$ cat src/rtl/noise_pkg.sv
// Shared constants and helpers for the noise channel array: LFSR taps,
// per-channel seed spreading, hit-probability clamp and default sizes.
package noise_pkg;

    localparam int TAP_A = 31;
    localparam int TAP_B = 21;
    localparam int TAP_C = 1;
    localparam int TAP_D = 0;

    localparam logic [31:0] SEED_SPREAD  = 32'h9E37_79B9;
    localparam logic [3:0]  PROB_SEL_MAX = 4'd8;

    localparam int DEFAULT_NUM_CH = 8;
    localparam int DEFAULT_ACC_W  = 16;

    function automatic logic [3:0] clamp_prob(input logic [3:0] sel);
        return (sel > PROB_SEL_MAX) ? PROB_SEL_MAX : sel;
    endfunction

    // Mask of the low n bits; n is already clamped to 0..8.
    function automatic logic [7:0] hit_mask(input logic [3:0] n);
        logic [8:0] m;
        m = (9'd1 << n) - 9'd1;
        return m[7:0];
    endfunction

endpackage

$ cat src/rtl/noise_lfsr32.sv
// Free-running 32-bit Fibonacci LFSR with zero-lockup recovery; only the
// low byte is exported since hit detection looks at no more than 8 bits.
module noise_lfsr32
    import noise_pkg::*;
#(
    parameter logic [31:0] SEED = 32'hDEAD_BEEF
) (
    input  logic       clk,
    input  logic       rst_n,
    output logic [7:0] lfsr_low_o
);

    logic [31:0] lfsr_q;
    logic [31:0] lfsr_d;
    logic        fb;

    always_comb begin
        fb = lfsr_q[TAP_A] ^ lfsr_q[TAP_B] ^ lfsr_q[TAP_C] ^ lfsr_q[TAP_D];
        if (lfsr_q == '0) begin
            lfsr_d = SEED ^ 32'h1;
        end else begin
            lfsr_d = {lfsr_q[30:0], fb};
        end
    end

    always_ff @(posedge clk or negedge rst_n) begin
        if (!rst_n) begin
            lfsr_q <= SEED;
        end else begin
            lfsr_q <= lfsr_d;
        end
    end

    assign lfsr_low_o = lfsr_q[7:0];

endmodule

$ cat src/rtl/noise_channel_array.sv
// Array of random-hit accumulators with latched per-channel error flags and a
// round-robin, single-slot error-event output stream.
module noise_channel_array
    import noise_pkg::*;
#(
    parameter int          NUM_CH = DEFAULT_NUM_CH,
    parameter int          ACC_W  = DEFAULT_ACC_W,
    parameter logic [31:0] SEED   = 32'hDEAD_BEEF,
    localparam int         CH_W   = (NUM_CH > 1) ? $clog2(NUM_CH) : 1
) (
    input  logic              clk,
    input  logic              rst_n,
    input  logic              enable_evolution,
    input  logic [3:0]        prob_sel,
    input  logic [ACC_W-1:0]  threshold,
    input  logic              corr_valid,
    input  logic [NUM_CH-1:0] corr_mask,
    output logic [NUM_CH-1:0] error_state,
    output logic              evt_valid,
    input  logic              evt_ready,
    output logic [CH_W-1:0]   evt_ch,
    output logic [ACC_W-1:0]  evt_acc
);

    function automatic logic [ACC_W-1:0] sat_inc(input logic [ACC_W-1:0] v);
        return (&v) ? v : v + 1'b1;
    endfunction

    logic [7:0]        lfsr_low [NUM_CH];
    logic [ACC_W-1:0]  acc_q    [NUM_CH];
    logic [ACC_W-1:0]  acc_d    [NUM_CH];
    logic [NUM_CH-1:0] err_q, err_d, pend_q, pend_d;
    logic [NUM_CH-1:0] hit, corr, elig;
    logic [3:0]        n_eff;
    logic [7:0]        n_mask;

    logic              evt_valid_q, evt_valid_d;
    logic [CH_W-1:0]   evt_ch_q, evt_ch_d;
    logic [ACC_W-1:0]  evt_acc_q, evt_acc_d;
    logic [CH_W-1:0]   rr_q, rr_d;
    logic              found, load;
    logic [CH_W-1:0]   sel;

    for (genvar g = 0; g < NUM_CH; g++) begin : g_ch
        noise_lfsr32 #(
            .SEED(SEED ^ 32'(32'(g) * SEED_SPREAD))
        ) u_lfsr (
            .clk       (clk),
            .rst_n     (rst_n),
            .lfsr_low_o(lfsr_low[g])
        );
    end

    always_comb begin
        hit    = '0;
        n_eff  = clamp_prob(prob_sel);
        n_mask = hit_mask(n_eff);
        corr   = corr_valid ? corr_mask : '0;
        for (int i = 0; i < NUM_CH; i++) begin
            hit[i] = (n_eff != 4'd0) && ((lfsr_low[i] & n_mask) == n_mask);
        end
    end

    // Round-robin pick; a channel being corrected this cycle is not eligible.
    always_comb begin
        int idx;
        found = 1'b0;
        sel   = '0;
        idx   = 0;
        elig  = pend_q & ~corr;
        for (int k = 0; k < NUM_CH; k++) begin
            idx = int'(rr_q) + k;
            if (idx >= NUM_CH) idx = idx - NUM_CH;
            if (!found && elig[idx]) begin
                found = 1'b1;
                sel   = CH_W'(idx);
            end
        end
        load = found && (!evt_valid_q || evt_ready);
    end

    always_comb begin
        err_d  = err_q;
        pend_d = pend_q;
        for (int i = 0; i < NUM_CH; i++) begin
            acc_d[i] = acc_q[i];
            if (load && (sel == CH_W'(i))) pend_d[i] = 1'b0;
            if (corr[i]) begin
                acc_d[i]  = '0;
                err_d[i]  = 1'b0;
                pend_d[i] = 1'b0;
            end else if (enable_evolution && !err_q[i]) begin
                if (hit[i]) acc_d[i] = sat_inc(acc_q[i]);
                if (acc_q[i] >= threshold) begin
                    err_d[i]  = 1'b1;
                    pend_d[i] = 1'b1;
                end
            end
        end
    end

    always_comb begin
        evt_valid_d = evt_valid_q;
        evt_ch_d    = evt_ch_q;
        evt_acc_d   = evt_acc_q;
        rr_d        = rr_q;
        if (!evt_valid_q || evt_ready) begin
            evt_valid_d = found;
            if (found) begin
                evt_ch_d  = sel;
                evt_acc_d = acc_q[sel];
                rr_d      = (int'(sel) == NUM_CH - 1) ? '0 : sel + 1'b1;
            end
        end
    end

    always_ff @(posedge clk or negedge rst_n) begin
        if (!rst_n) begin
            for (int i = 0; i < NUM_CH; i++) acc_q[i] <= '0;
            err_q       <= '0;
            pend_q      <= '0;
            evt_valid_q <= 1'b0;
            evt_ch_q    <= '0;
            evt_acc_q   <= '0;
            rr_q        <= '0;
        end else begin
            for (int i = 0; i < NUM_CH; i++) acc_q[i] <= acc_d[i];
            err_q       <= err_d;
            pend_q      <= pend_d;
            evt_valid_q <= evt_valid_d;
            evt_ch_q    <= evt_ch_d;
            evt_acc_q   <= evt_acc_d;
            rr_q        <= rr_d;
        end
    end

    assign error_state = err_q;
    assign evt_valid   = evt_valid_q;
    assign evt_ch      = evt_ch_q;
    assign evt_acc     = evt_acc_q;

endmodule

$ cat config.mk
export PLATFORM = sky130hd
export DESIGN_NAME = noise_channel_array
export DESIGN_NICKNAME = d
export VERILOG_FILES = /design/src/rtl/noise_pkg.sv /design/src/rtl/noise_lfsr32.sv /design/src/rtl/noise_channel_array.sv
export SDC_FILE = /design/constraint.sdc
export NUM_CORES = 1
export LEC_CHECK = 0
export CORE_MARGIN = 3
export CORE_UTILIZATION = 53
export CTS_CLUSTER_DIAMETER = 200
export DETAILED_ROUTE_END_ITERATION = 12
export PLACE_DENSITY = 0.75
export SYNTH_ARGS = -nofsm -noshare
export SYNTH_HDL_FRONTEND = slang
export SYNTH_HIERARCHICAL = 1
export SYNTH_SLANG_ARGS = --single-unit
$ cat constraint.sdc
create_clock -name clk -period 4 [get_ports clk]
set_input_delay 0.8 -clock clk [delete_from_list [all_inputs] [get_ports clk]]
set_output_delay 0.8 -clock clk [all_outputs]
set_load 0.02 [all_outputs]
# --- Word-level counts from Yosys, hierarchy flattened ---
# Index checks and enable logic that the tools add are counted.
word_totals:
  regBits: 423
  inputBits: 33
  output_inout_bits: 28
  elab_cells: 398
classes:
  addsub: 25
  order_cmp: 26
  eq_ne: 24
  shifts: 1
  muxes: 150
  bitwise_logic: 35
  reduce_logical: 108
ops:
  columns: ["cell", "n"]
  rows:
  - ["two-way mux 16 bit", 34]
  - ["two-way mux 32 bit", 16]
  - ["zero test 32 bit", 8]
  - ["less-than comparator 32 x 5 -> 1 bit (second input constant)", 8]
  - ["adder 16 x 1 -> 16 bit (second input constant)", 8]
  - [">= comparator 16 bit", 8]
  - ["AND reduction 16 bit", 8]
  - ["two-way mux 1 bit", 80]
  - ["bitwise AND 8 bit", 9]
  - ["equality test 8 bit", 8]
  - ["binary-select mux 16 bit (select 3 bit)", 1]
  - ["nonzero test 2 bit", 24]
  - ["subtractor 4 x 4 -> 5 bit (second input constant)", 7]
  - [">= comparator 4 bit (second input constant)", 8]
  - ["logical AND 1 bit", 32]
  - ["two-way mux 3 bit", 9]
  - ["binary-select mux 1 bit (select 3 bit)", 8]
  - ["AND reduction 3 bit", 8]
  - ["bitwise XOR 1 bit", 24]
  - ["AND reduction 2 bit", 9]
  - ["adder 3 x 3 -> 4 bit (second input constant)", 4]
  - ["zero test 1 bit", 16]
  - ["inequality test 2 bit (second input constant)", 8]
  - ["equality test 3 bit (second input constant)", 4]
  - ["other kinds (17)", 20]

# --- Depth between registers and ports, before layout ---
logic_depth:
  depth_word: 34
  mapped_depth: 17
  depth_no_buf: 13

# --- By module ---
# The synthesis kept the hierarchy.
by_module_without_submodules:
  columns: ["module", "n_inst", "cells_each", "area_per_inst_um2", "seq_area_each_um2"]
  rows:
  - ["noise_channel_array", 1, 1437, 13081.3, 4179.0]
  - ["noise_lfsr32 at g_ch[0].u_lfsr", 1, 88, 1308.8, 830.8]
  - ["noise_lfsr32 at g_ch[5].u_lfsr", 1, 87, 1246.2, 823.3]
  - ["noise_lfsr32 at g_ch[3].u_lfsr", 1, 87, 1241.2, 815.8]
  - ["noise_lfsr32 at g_ch[1].u_lfsr", 1, 87, 1238.7, 818.3]
  - ["noise_lfsr32 at g_ch[7].u_lfsr", 1, 87, 1237.4, 819.5]
  - ["noise_lfsr32 at g_ch[6].u_lfsr", 1, 86, 1234.9, 822.0]
  - ["noise_lfsr32 at g_ch[2].u_lfsr", 1, 86, 1223.7, 822.0]
  - ["noise_lfsr32 at g_ch[4].u_lfsr", 1, 86, 1183.6, 817.0]

# --- Least setup slack after synthesis ---
# OpenSTA, ideal clock, no wires.
synth_timing:
  path_type: "input port to flip-flop"
  startpoint: "input port prob_sel[3]"
  endpoint: "register acc_q[61] (netlist name)"
  setup_time_ns: 0.078
  arrival_time_ns: 3.910
  required_time_ns: 3.922
  slack_ns: 0.012
  stages: 15
  n_path_buf: 4
  cell_sequence: "clkbuf_1 nor2_1 nand2_1 ha_1 clkbuf_1 o22ai_1 nand3b_1 nor4_1 o21ai_0 or3_1 clkbuf_1 or3_1 clkbuf_1 or3_1 a21oi_1"
synth_between:
  elab_chain_cells: 9
  elab_cells_between_ends: 10
  classes_between: "1 x add/sub; 1 x order compare; 1 x eq/ne; 1 x shift; 1 x mux; 1 x bitwise; 4 x reduce/logical"
synth_rtl:
  columns: ["element", "line_no", "text"]
  rows:
  - ["start, declared", "noise_channel_array.sv:14", "input logic [3:0] prob_sel,"]
  - ["> comparator 4 bit", "noise_pkg.sv:17", "return (sel > PROB_SEL_MAX) ? PROB_SEL_MAX : sel;"]
  - ["two-way mux 4 bit (*)", "noise_pkg.sv:17", null]
  - ["<< shifter 1 x 4 -> 8 bit", "noise_pkg.sv:23", "m = (9'd1 << n) - 9'd1;"]
  - ["subtractor 8 x 1 -> 8 bit", "noise_pkg.sv:23", null]
  - ["bitwise AND 8 bit", "noise_channel_array.sv:60", "hit[i] = (n_eff != 4'd0) && ((lfsr_low[i] & n_mask) == n_mask);"]
  - ["equality test 8 bit", "noise_channel_array.sv:60", null]
  - ["logical AND 1 bit (*)", "noise_channel_array.sv:60", null]
  - ["nonzero test 2 bit (no source line) (*)", null, null]
  - ["AND reduction 3 bit (no source line) (*)", null, null]
  - ["end, declared", "noise_channel_array.sv:30", "logic [ACC_W-1:0] acc_q [NUM_CH];"]
# Mark *: on every way between the ends. The rest lies on a longest branch, timed or not.
# A chain may end at the register's enable or synchronous reset.

# --- Worst setup path in the final report ---
layout_timing:
  startpoint: "input port prob_sel[3]"
  endpoint: "register acc_q[55] (netlist name)"
# The elaborated chain is that of the path after synthesis.

==> results.json <==
{
  "status": "finished, violations left",
  "violations": "DRC",
  "drive_above_1_share_pct": 22.5,
  "max-cap-violations": 0,
  "p_leak_nw": 11.4,
  "final_util_pct": 60.3,
  "hold_class": "primary input to asynchronous set/reset pin",
  "core_mm2": 0.0424,
  "syn-num-nets": 2304,
  "synthFlopType": "dfrtp_1",
  "place_area_mm2": 0.0240,
  "tightest_slew_ns": 0.911,
  "cts_inserted_buffers": 44,
  "place_hpwl_um": 41900,
  "critPathLaunchType": "primary input",
  "cts_tree": "done",
  "overflow": 0,
  "ys_warn_count": 6,
  "row_count": 75,
  "routedWlPerCell_um": 21.3,
  "die_h_um": 214,
  "clock-root-buffer": "clkbuf_16",
  "critPathSlowestCell": "or3_1",
  "path_class": "primary input to flip-flop",
  "crit_path_max_fanout": 11,
  "htreeDepth": 2,
  "finClkSkew_ns": 0.0297,
  "seq_area_frac_synth_pct": 46.7,
  "clk_pin_slew_ns": 0.06,
  "busiest_layer": "met2",
  "gp_congestion": 0.928,
  "avgSynthCellArea_um2": 10.8,
  "drt_iter0_markers": 1387,
  "arrival_ns": 4.36,
  "wl_um": 57800,
  "crit_family": "simple AND/OR/NAND/NOR gates",
  "synth_top_area_share_pct": 31.9,
  "die_w_um": 214,
  "antenna_found_initial": 1,
  "synth-seq-cells": 423,
  "critical_path_required_ns": 4.48,
  "synthArstFlopShare_pct": 100,
  "rsz0062_at_grt": "no",
  "grt_max_degree": 84,
  "fmax_ghz": 0.258,
  "grt_usage_pct": 24.9,
  "syn_to_final_growth_pct": 11.2,
  "synth_cell_type_count": 79,
  "first_global_vias": 16400,
  "antenna_cells": 0,
  "postRouteAntennaNets": 0,
  "relSlewSlack_pct": 39.1,
  "clock_latency_ns": 0.59,
  "worst_ir_drop_vdd_uv": 308,
  "cts_sinks": 423,
  "route.detailed.drc": 1,
  "setup_viol": 0,
  "cts_max_path_buffers": 3,
  "fillers": 3372,
  "totalPowerFinal_mw": 8.95,
  "fin_crit_sh_pct": 97.0,
  "setup_tns_ns": 0,
  "nNetsFinal": 2279,
  "vias": 16100,
  "use_met3_pct": 4.05,
  "crit_chain": "clkdlybuf4s50_1 > nor2_2 > nand3b_1 > ha_1 > o22ai_1 > nand3b_1 > nor4_1 > o21ai_0 > buf_4 > or3_1 > or3_1 > or3_1 > a21oi_1",
  "cts_hold_buf": 0,
  "die_area_mm2": 0.0459,
  "portBuffers": 60,
  "synthCells": 2131,
  "use_met1_pct": 33.6,
  "grt_util_met2_pct": 40.5,
  "final_area_mm2": 0.0256,
  "finalCriticalPeriod_ns": 3.88,
  "worst_path_largest_cell_delay_ns": 0.52,
  "vias_per_cell": 5.93,
  "start_util_pct": 54.2,
  "synth_edf_count": 0,
  "slew_violations": 0,
  "end_kind": "flip-flop",
  "crit_buf_inv": 2,
  "yosys.area.top_type": "dfrtp_1",
  "synth_area_leaders": "dfrtp_1 (32%), dfstp_2 (15%), ha_1 (7.6%), o21bai_2 (4.4%), xor2_1 (3.6%)",
  "grt_pass1_wl_um": 91800,
  "cpMostUsedCell": "or3_1",
  "finalHoldViolations": 0,
  "num_io_pins": 61,
  "dr.pass1.iters": 9,
  "power_density_mw_per_mm2": 350,
  "syn_area_mm2": 0.0230
}
## routing by layer
metal,up-vias,part of all wire [%]
met1,8110,43
met5,-,0
met3,135,5.7
met4,0,4.0
li1,7387,-
met2,488,47
## sequential cells by signal, indices dropped and copies added (netlist names)
| register | flops |
|---|---|
| g_ch.u_lfsr/lfsr_q | 256 |
| acc_q | 128 |
| evt_acc | 16 |
| error_state | 8 |
| pend_q | 8 |
| evt_ch | 3 |
| rr_q | 3 |
| evt_valid | 1 |
## cell usage after synthesis (all sizes together) (9+ instances only)
library cell,instances
mux4,10
buf,105
nand3,42
xor2,95
xnor2,44
inv,55
or3,17
nand2,105
a21o,66
o21ai,75
clkbuf,148
a22o,21
a21oi,60
o211ai,11
dfstp,130
o21bai,127
and4,20
a211oi,11
ha,140
dfrtp,293
a221o,15
nand4,41
nor2,175
nor2b,18
nor4,70
nor3,13
mux2i,72
and3,17
and2,17
a31oi,9
nand2b,22
mux2,9
## power breakdown
group | leakage, nW | internal [mW] | switching, mW | total (mW)
clock | 0.743 | 2.48 | 1.75 | 4.22
combinational | 5.48 | 0.157 | 0.282 | 0.439
sequential | 5.13 | 4.29 | 0.00270 | 4.29
## layout by cell type (no fill, tap or decap), types with 17 or more instances in the layout
master and n:
o21bai_2 89, nand2b_1 22, clkdlybuf4s50_1 59, nand4_1 33
or3_1 17, buf_4 114, dfstp_2 130, ha_1 140
nor2b_1 18, o21bai_1 37, inv_1 52, o21ai_1 20
a21o_1 66, nand2_1 105, xor2_1 95, dfrtp_1 293
nor4_2 20, xnor2_1 44, nor2_1 174, o21ai_0 55
mux2i_1 72, nor4_1 49, clkbuf_16 44, and3_1 17
nand3_1 42, and4_1 20, a22o_1 21, a21oi_1 60
## cell families (layout without fill, tap and decap cells)
kind of cell    after synthesis  in the layout  synth area share (%)
fa+ha+maj                   140            140                  7.62
flops                       423            423                  46.7
simple gates                578            578                  13.6
mux                          91             91                  4.65
buf+inv                     312            323                  6.88
compound gates              448            448                  15.2
xor+xnor                    139            139                  5.29
## worst paths after layout
kind,from,to,slack [ns],cells past startpoint
max in group asynchronous,rst_n,acc_q[70],2.67,2
min in group clk,g_ch[6].u_lfsr/lfsr_q[18],g_ch[6].u_lfsr/lfsr_q[19],0.37,0
min,rst_n,evt_valid,0.25,1
min reg2reg,g_ch[6].u_lfsr/lfsr_q[18],g_ch[6].u_lfsr/lfsr_q[19],0.37,0
max reg2reg,rr_q[0],evt_acc[6],0.33,13
max,prob_sel[3],acc_q[55],0.12,13
## stage by stage
step | setup WS (ns) | instances | hold WS (ns)
2_1_floorplan | 0.0122 | 2131 | 0.429
3_3_place_gp | -0.532 | 2635 | 0.359
3_5_place_dp | -0.636 | 2635 | 0.359
4_1_cts | 0.126 | 2717 | 0.243
5_1_grt | 0.0199 | 2719 | 0.286
6_report | 0.120 | 2719 | 0.252
## area by class of cell
type	count	area, µm²	share of cell area [%]
flip-flops and latches	423	10700	42.0
multi-input cells	1396	10700	41.9
repair buffers	185	1670	6.54
clock buffers	67	1310	5.11
well taps	577	722	2.82
clock inverters	15	210	0.822
inverters	56	210	0.822
## what timing repair did
action	CTS	global route
gates resized for setup	1	11
hold endpoints to repair	0	0
pin swaps	0	2
setup endpoints to repair	16	21
setup buffers	0	2
Power figures use the tool's default switching activity.
